==> src/rtl/uart_tx_if.sv <==
// Parallel-side and line-side signals of the UART transmitter.
// The master drives the word and frame options; the slave (transmitter)
// drives the serial line and the busy flag.
interface uart_tx_if #(
    parameter int DATA_LENGTH = 8
);
    logic [DATA_LENGTH-1:0] P_DATA;
    logic                   DATA_VALID;
    logic                   PAR_EN;
    logic                   PAR_TYP;
    logic                   TX_OUT;
    logic                   Busy;

    modport master (
        output P_DATA,
        output DATA_VALID,
        output PAR_EN,
        output PAR_TYP,
        input  TX_OUT,
        input  Busy
    );

    modport slave (
        input  P_DATA,
        input  DATA_VALID,
        input  PAR_EN,
        input  PAR_TYP,
        output TX_OUT,
        output Busy
    );
endinterface

==> src/rtl/uart_tx_top.sv <==
// UART transmitter: one bit per baud clock. A frame is made of a start bit,
// DATA_LENGTH data bits sent LSB first, an optional parity bit and a stop bit.
// A new word may be accepted in the stop cycle, so back-to-back frames leave
// no idle gap on the line.
module uart_tx_top #(
    parameter int DATA_LENGTH = 8
) (
    input  logic      CLK_TX,
    input  logic      RST_TX,
    uart_tx_if.slave  tx_if
);
    localparam int CNT_W = (DATA_LENGTH > 1) ? $clog2(DATA_LENGTH) : 1;
    localparam logic [CNT_W-1:0] CNT_LAST = CNT_W'(DATA_LENGTH - 1);

    typedef enum logic [2:0] {
        S_IDLE   = 3'd0,
        S_START  = 3'd1,
        S_DATA   = 3'd2,
        S_PARITY = 3'd3,
        S_STOP   = 3'd4
    } state_t;

    state_t                 state_q, state_d;
    logic [DATA_LENGTH-1:0] shift_q, shift_d;
    logic [CNT_W-1:0]       cnt_q, cnt_d;
    logic                   par_en_q, par_en_d;
    logic                   par_bit_q, par_bit_d;
    logic                   tx_q, tx_d;
    logic                   busy_q, busy_d;
    logic                   accept;

    // Next-state, datapath and registered line value for the upcoming cycle.
    // shift_q[0] always holds the next data bit to be put on the line; it is
    // consumed (shifted out) on every edge that lands in DATA.
    always_comb begin
        state_d   = state_q;
        shift_d   = shift_q;
        cnt_d     = cnt_q;
        par_en_d  = par_en_q;
        par_bit_d = par_bit_q;
        accept    = 1'b0;

        case (state_q)
            S_IDLE: begin
                if (tx_if.DATA_VALID) begin
                    accept = 1'b1;
                end
            end
            S_START: begin
                state_d = S_DATA;
            end
            S_DATA: begin
                if (cnt_q == CNT_LAST) begin
                    cnt_d   = '0;
                    state_d = par_en_q ? S_PARITY : S_STOP;
                end else begin
                    cnt_d = cnt_q + 1'b1;
                end
            end
            S_PARITY: begin
                state_d = S_STOP;
            end
            S_STOP: begin
                if (tx_if.DATA_VALID) begin
                    accept = 1'b1;
                end else begin
                    state_d = S_IDLE;
                end
            end
            default: begin
                state_d = S_IDLE;
                cnt_d   = '0;
            end
        endcase

        // Capture word and frame options so later input changes cannot
        // disturb the frame in flight.
        if (accept) begin
            state_d   = S_START;
            shift_d   = tx_if.P_DATA;
            par_en_d  = tx_if.PAR_EN;
            par_bit_d = tx_if.PAR_TYP ? ~^tx_if.P_DATA : ^tx_if.P_DATA;
        end

        if (state_d == S_DATA) begin
            shift_d = shift_q >> 1;
        end

        case (state_d)
            S_START:  tx_d = 1'b0;
            S_DATA:   tx_d = shift_q[0];
            S_PARITY: tx_d = par_bit_q;
            default:  tx_d = 1'b1;
        endcase

        busy_d = (state_d != S_IDLE);
    end

    // State and output registers; reset aborts any frame immediately.
    always_ff @(posedge CLK_TX or posedge RST_TX) begin
        if (RST_TX) begin
            state_q   <= S_IDLE;
            shift_q   <= '0;
            cnt_q     <= '0;
            par_en_q  <= 1'b0;
            par_bit_q <= 1'b0;
            tx_q      <= 1'b1;
            busy_q    <= 1'b0;
        end else begin
            state_q   <= state_d;
            shift_q   <= shift_d;
            cnt_q     <= cnt_d;
            par_en_q  <= par_en_d;
            par_bit_q <= par_bit_d;
            tx_q      <= tx_d;
            busy_q    <= busy_d;
        end
    end

    assign tx_if.TX_OUT = tx_q;
    assign tx_if.Busy   = busy_q;
endmodule

==> src/flat_wrapper.sv <==
// flat-port wrapper written by rule: the top's interface ports become plain ports
module uart_tx_top_flat 
#(
    parameter int DATA_LENGTH = 8
)
  (CLK_TX, RST_TX, tx_if_P_DATA, tx_if_DATA_VALID, tx_if_PAR_EN, tx_if_PAR_TYP, tx_if_TX_OUT, tx_if_Busy);
  uart_tx_if #(.DATA_LENGTH(DATA_LENGTH)) tx_if_i ();
  input  logic CLK_TX;
  input  logic RST_TX;
  input wire logic [$bits(tx_if_i.P_DATA)-1:0] tx_if_P_DATA;
  input wire logic [$bits(tx_if_i.DATA_VALID)-1:0] tx_if_DATA_VALID;
  input wire logic [$bits(tx_if_i.PAR_EN)-1:0] tx_if_PAR_EN;
  input wire logic [$bits(tx_if_i.PAR_TYP)-1:0] tx_if_PAR_TYP;
  output wire logic [$bits(tx_if_i.TX_OUT)-1:0] tx_if_TX_OUT;
  output wire logic [$bits(tx_if_i.Busy)-1:0] tx_if_Busy;
  assign tx_if_i.P_DATA = tx_if_P_DATA;
  assign tx_if_i.DATA_VALID = tx_if_DATA_VALID;
  assign tx_if_i.PAR_EN = tx_if_PAR_EN;
  assign tx_if_i.PAR_TYP = tx_if_PAR_TYP;
  assign tx_if_TX_OUT = tx_if_i.TX_OUT;
  assign tx_if_Busy = tx_if_i.Busy;
  uart_tx_top #(.DATA_LENGTH(DATA_LENGTH)) u_core (.CLK_TX(CLK_TX), .RST_TX(RST_TX), .tx_if(tx_if_i));
endmodule
==> config.mk <==
export PLATFORM = sky130hd
export DESIGN_NAME = uart_tx_top_flat
export DESIGN_NICKNAME = d
export VERILOG_FILES = /design/src/rtl/uart_tx_if.sv /design/src/rtl/uart_tx_top.sv /design/src/flat_wrapper.sv
export SDC_FILE = /design/constraint.sdc
export NUM_CORES = 1
export LEC_CHECK = 0
export ABC_AREA = 1
export CAP_MARGIN = 20
export CORE_ASPECT_RATIO = 0.7
export CORE_MARGIN = 2
export CORE_UTILIZATION = 55
export CTS_BUF_LIST = sky130_fd_sc_hd__clkbuf_4 sky130_fd_sc_hd__clkbuf_8
export CTS_CLUSTER_SIZE = 14
export DETAILED_ROUTE_END_ITERATION = 10
export PLACE_DENSITY = 0.9
export SETUP_SLACK_MARGIN = 0.15
export SLEW_MARGIN = 10
export SYNTH_ARGS = -nofsm -noshare
export SYNTH_HDL_FRONTEND = slang
export SYNTH_SLANG_ARGS = --single-unit
==> constraint.sdc <==
create_clock -name CLK_TX -period 1.9 [get_ports CLK_TX]
set_input_delay 0.19 -clock CLK_TX [delete_from_list [all_inputs] [get_ports CLK_TX]]
set_output_delay 0.19 -clock CLK_TX [all_outputs]
set_load 0.005 [all_outputs]
After elaboration in Yosys (flattened, before gate mapping)
Cells that the tools add are included.
Storage, ports and cells
  flip-flop bits (word level): 18
  input port bits: 13
  output and inout bits: 2
  word-level logic and storage cells: 36
Operators by class
  $add $sub $neg: 1
  eq/ne operators: 8
  muxes and demuxes: 13
  reduce and logical (&&, ||, !) cells: 7
Operators by type and width (count)
  $mux W8: 2
  $mux W3: 5
  $pmux W3 S5: 1
  $eq A3 B2 Y1 const B: 4
  $reduce_xnor A8 Y1: 1
  $reduce_xor A8 Y1: 1
  $eq A3 B1 Y1 const B: 2
  $eq A3 B3 Y1 const B: 2
  $pmux W3 S2: 1
  $reduce_or A4 Y1: 1
  $add A3 B1 Y3 const B: 1
  $logic_not A3 Y1: 1
  $mux W1: 3
  $pmux W1 S3: 1
  $reduce_bool A3 Y1: 1
  $reduce_bool A2 Y1: 1
  $reduce_or A2 Y1: 1

Depth between registers and ports, before layout
  depth after elaboration: 6
  depth in mapped cells: 10
  mapped depth without buffers: 10

Worst setup path after synthesis
Ideal clock, no wire load.
  path type: flip-flop to flip-flop
  start: register u_core.cnt_q[0]
  end: register u_core.tx_q, in the netlist u_core.tx_if.TX_OUT
  library setup time: 0.084 ns
  arrival time: 1.370 ns
  required time: 1.816 ns
  slack: 0.446 ns
  stages on the path, launching flop included: 9
  buffers on the path: 1
  period minus slack after synthesis: 1.454 ns
  cells stage by stage: dfrtp_1 -> ha_1 -> ha_1 -> nand2_1 -> nand3_2 -> nand2_2 -> buf_6 -> nor2_2 -> nand3b_1
On the way
  longest elaborated chain between the ends: 6
  elaborated cells between the ends (all ways): 8
  classes of those cells: eq/ne (4); mux (4)
RTL lines
  start, declared: RTL line uart_tx_top.sv:25  | logic [CNT_W-1:0] cnt_q, cnt_d;
  start signal, assigned: RTL line uart_tx_top.sv:112  | cnt_q <= cnt_d;
  $eq A3 B3 Y1 *: RTL line uart_tx_top.sv:53  | if (cnt_q == CNT_LAST) begin
  $mux W3 *: RTL line uart_tx_top.sv:53
  $pmux W3 S5 *: RTL line uart_tx_top.sv:43  | case (state_q)
  $mux W3 *: RTL line uart_tx_top.sv:78  | if (accept) begin
  named net u_core.state_d[1]: RTL line uart_tx_top.sv:23  | state_t state_q, state_d;
  $eq A3 B2 Y1 or $eq A3 B1 Y1 (tied branches): RTL line uart_tx_top.sv:89  | case (state_d)
  $pmux W1 S3 *: RTL line uart_tx_top.sv:89
  named net u_core.tx_d: RTL line uart_tx_top.sv:28  | logic tx_q, tx_d;
  end signal, assigned: RTL line uart_tx_top.sv:115  | tx_q <= tx_d;
  end, declared: RTL line uart_tx_top.sv:28
The timed path passes the listed nets; every way through them passes the cells marked *.
A chain may end at the register's enable or synchronous reset.

Worst setup path after layout
  start: register u_core.cnt_q[0]
  end: register u_core.shift_q[0]
On the way
  longest elaborated chain between the ends: 6
  elaborated cells between the ends (all ways): 7
  classes of those cells: eq/ne (2); mux (4); reduce/logical (1)
RTL lines
  $eq A3 B3 Y1 *: RTL line uart_tx_top.sv:53
  $mux W3 *: RTL line uart_tx_top.sv:53
  $pmux W3 S5 *: RTL line uart_tx_top.sv:43
  $mux W3 *: RTL line uart_tx_top.sv:78
  $eq A3 B2 Y1 *: RTL line uart_tx_top.sv:85  | if (state_d == S_DATA) begin
  $mux W8 or $reduce_bool A2 Y1 (tied branches)
  end signal, assigned: RTL line uart_tx_top.sv:111  | shift_q <= shift_d;
  end, declared: RTL line uart_tx_top.sv:24  | logic [DATA_LENGTH-1:0] shift_q, shift_d;
Every way passes the cells marked *; elsewhere a longest branch is shown, timed or not.

==> results.txt <==
Run status -> finished, final reports clean
Antenna violations before repair -> 0
Post-Syn Nets -> 146
Fin crit share -> 85.67%
Lkg Pwr -> 0.6554 nW
Share of cells above drive strength 1 -> 14.09%
Largest net degree at the start of global routing -> 19
Num rows -> 13
Core area -> 1805 µm²
Slowest cell on crit path -> dfrtp_1
RSZ-0062 raised after global routing -> false
CTS sink cnt -> 18
Worst Path Required -> 2130 ps
Ant diodes -> 0
Endpoints failing setup -> 0
GRT overflow -> 0
IO Pins -> 15
Max Fclk -> 0.6144 GHz
Highest fanout seen on the critical path -> 10
Total power -> 1.611 mW
Dpl hpwl -> 1563 µm
Worst setup SP type -> register
Syn-to-layout area delta -> 19.27%
Fillers -> 150
Num CTS Buffers -> 3
Post-Route Setup TNS -> 0 ps
Drt initial violations -> 25
Width of the chip -> 55.78 µm
First-pass GRT wire length -> 3098 µm
Seq/Total Area, Yosys -> 43.76%
Clock Latency Late Sink -> 290 ps
Max Root-Sink Buffers -> 2
Final Slew Violations -> 0
Power per Cell Area -> 1308 nW/µm²
Clock Skew -> 5.822 ps
Routability cong. -> 0.8767
Relative slew slack -> 55.88%
CTS clk-pin slew, worst paths -> 100 ps
Max cap viols -> 0
Tot GR Track Use -> 19.51%
CP Cell Sequence -> ha_1 > ha_1 > nand2_1 > nand3_2 > nor2_4 > nor2_8 > nand2_4 > nand3_1 > nand3_1
Worst EP arrival -> 1860 ps
Syn avg cell area -> 7.880 µm²
Vias in the first global route -> 715
Vias -> 882
Wire per inst -> 11.37 µm
Crit path kind -> reg -> reg
Synth cell types -> 21
Cells after synthesis -> 131
Final antenna-violating net count -> 0
Final worst setup slack -> 272.3 ps
Post-Route WL -> 1945 µm
CP max stage delay -> 390 ps
Die area -> 2245 µm²
Pre-CTS setup slack -> 239.2 ps
Worst-Margin Slew -> 661.1 ps
DR pass1 iterations -> 4
CTS tree -> yes
VDD IR max -> 1012 µV
Yosys Warn Count -> 0
Commonest non-fill, non-tap cell in the layout -> nand2_1
H-Tree Depth -> 1
Die height -> 40.25 µm
# DRC -> 0
Starting Density -> 57.17%
Commonest non-fill, non-tap cells in the layout -> nand2_1 (39), nand3_1 (27), inv_1 (18), dfrtp_1 (17), clkdlybuf4s50_1 (14)
# port buffers -> 14
Mapped Area -> 1032 µm²
Fin nets -> 165
Setup crit end kind -> register
Root Driver -> clkbuf_4
Final min period -> 1628 ps
Hold/Removal Path Class -> in -> async
Number of vias per cell -> 5.158
Seq cells post-synth -> 18
Final hold violation count -> 0
==> logic make-up after synthesis <==
family | Yosys count | share of synthesized area [%]
xor gates and xnor gates | 1 | 0.8486
DFF | 18 | 43.76
adders and majority gates | 2 | 2.424
AOI/OAI and AO/OA | 6 | 3.272
and+or+nand+nor | 81 | 40.24
buffers and inverters | 23 | 9.454
==> path summary, 6_finish.rpt <==
check | start | to | slack [ps] | depth (start not counted)
setup / recovery | u_core.cnt_q[0]$_DFFE_PP0N_ | u_core.shift_q[0]$_DFFE_PP0P_ | 270 | 9
hold reg to reg | u_core.par_bit_q$_DFFE_PP0P_ | u_core.par_bit_q$_DFFE_PP0P_ | 510 | 2
hold / removal | RST_TX | u_core.shift_q[1]$_DFFE_PP0P_ | 280 | 2
min in group CLK_TX | tx_if_PAR_EN | u_core.par_en_q$_DFFE_PP0P_ | 470 | 3
setup reg to reg | u_core.cnt_q[0]$_DFFE_PP0N_ | u_core.shift_q[0]$_DFFE_PP0P_ | 270 | 9
max in group asynchronous | RST_TX | u_core.shift_q[6]$_DFFE_PP0P_ | 1200 | 2
==> state kept, by name, summed over array words and instances, names as in the netlist <==
name                 count
u_core.par_en_q          1
u_core.cnt_q             3
u_core.tx_if.TX_OUT      1
u_core.state_q           3
u_core.par_bit_q         1
u_core.shift_q           8
u_core.tx_if.Busy        1
==> layer usage <==
metal | up-vias | wire length (µm) | global-route usage (%)
li1 | 454 | - | -
met1 | 403 | 893 | 24.75
met2 | 25 | 893 | 31.55
met3 | 0 | 158 | 7.742
met4 | 0 | 0 | 6.098
met5 | - | 0 | 0
==> cell usage after synthesis <==
cell / count / area, µm²
nand2_1: 39 / 146.4
nand3_1: 27 / 135.1
inv_1: 18 / 67.56
dfrtp_1: 17 / 425.4
o21ai_0: 4 / 20.02
inv_2: 3 / 11.26
nand2_2: 3 / 18.77
nor2_1: 3 / 11.26
ha_1: 2 / 25.02
nor2_2: 2 / 12.51
nor2_4: 2 / 22.52
nor2_8: 2 / 40.04
a21oi_1: 1 / 5.000
buf_4: 1 / 7.510
buf_6: 1 / 11.26
dfstp_2: 1 / 26.28
nand2_4: 1 / 11.26
nand3_2: 1 / 10.01
nand3b_1: 1 / 7.510
o41ai_1: 1 / 8.760
xor2_1: 1 / 8.760
==> cell type report <==
class | instances | area, µm² | share of cell area (%)
sequential | 18 | 451.7 | 36.69
timing repair buffer | 16 | 155.1 | 12.60
clock buffer | 4 | 30.03 | 2.439
tap | 22 | 27.53 | 2.236
inverter | 21 | 78.83 | 6.402
multi-input combinational | 90 | 488.0 | 39.63
==> power breakdown <==
group / total [mW] / internal, mW / switching (mW)
clock network: 0.212 / 0.0960 / 0.116
logic: 0.735 / 0.293 / 0.442
registers: 0.665 / 0.565 / 0.0991
==> timing repair <==
action / in CTS / in global routing
setup endpoints to repair: 0 / 8
setup buffers: 0 / 2
hold buffers: 0 / 0
gates resized for setup: 0 / 1
==> worst max-delay path, delay by kind of cell, from the launching register on <==
family	cells	cell delay [ps]
DFF	1	390
and+or+nand+nor	7	780
adders and majority gates	2	410
==> per-stage QoR <==
step / utilization (%) / cells / cell area (µm²) / hold slack, ps
final: 68.19 / 171 / 1231 / 276.7
after global routing: 68.19 / 171 / 1231 / 345.6
after CTS: 67.08 / 169 / 1211 / 302.4
after detailed placement: 65.42 / 165 / 1181 / 480.7
after global placement: 65.42 / 165 / 1181 / 466.3
after floorplan: - / 131 / 1032 / 127.8
(Power assumes the default switching activity.)
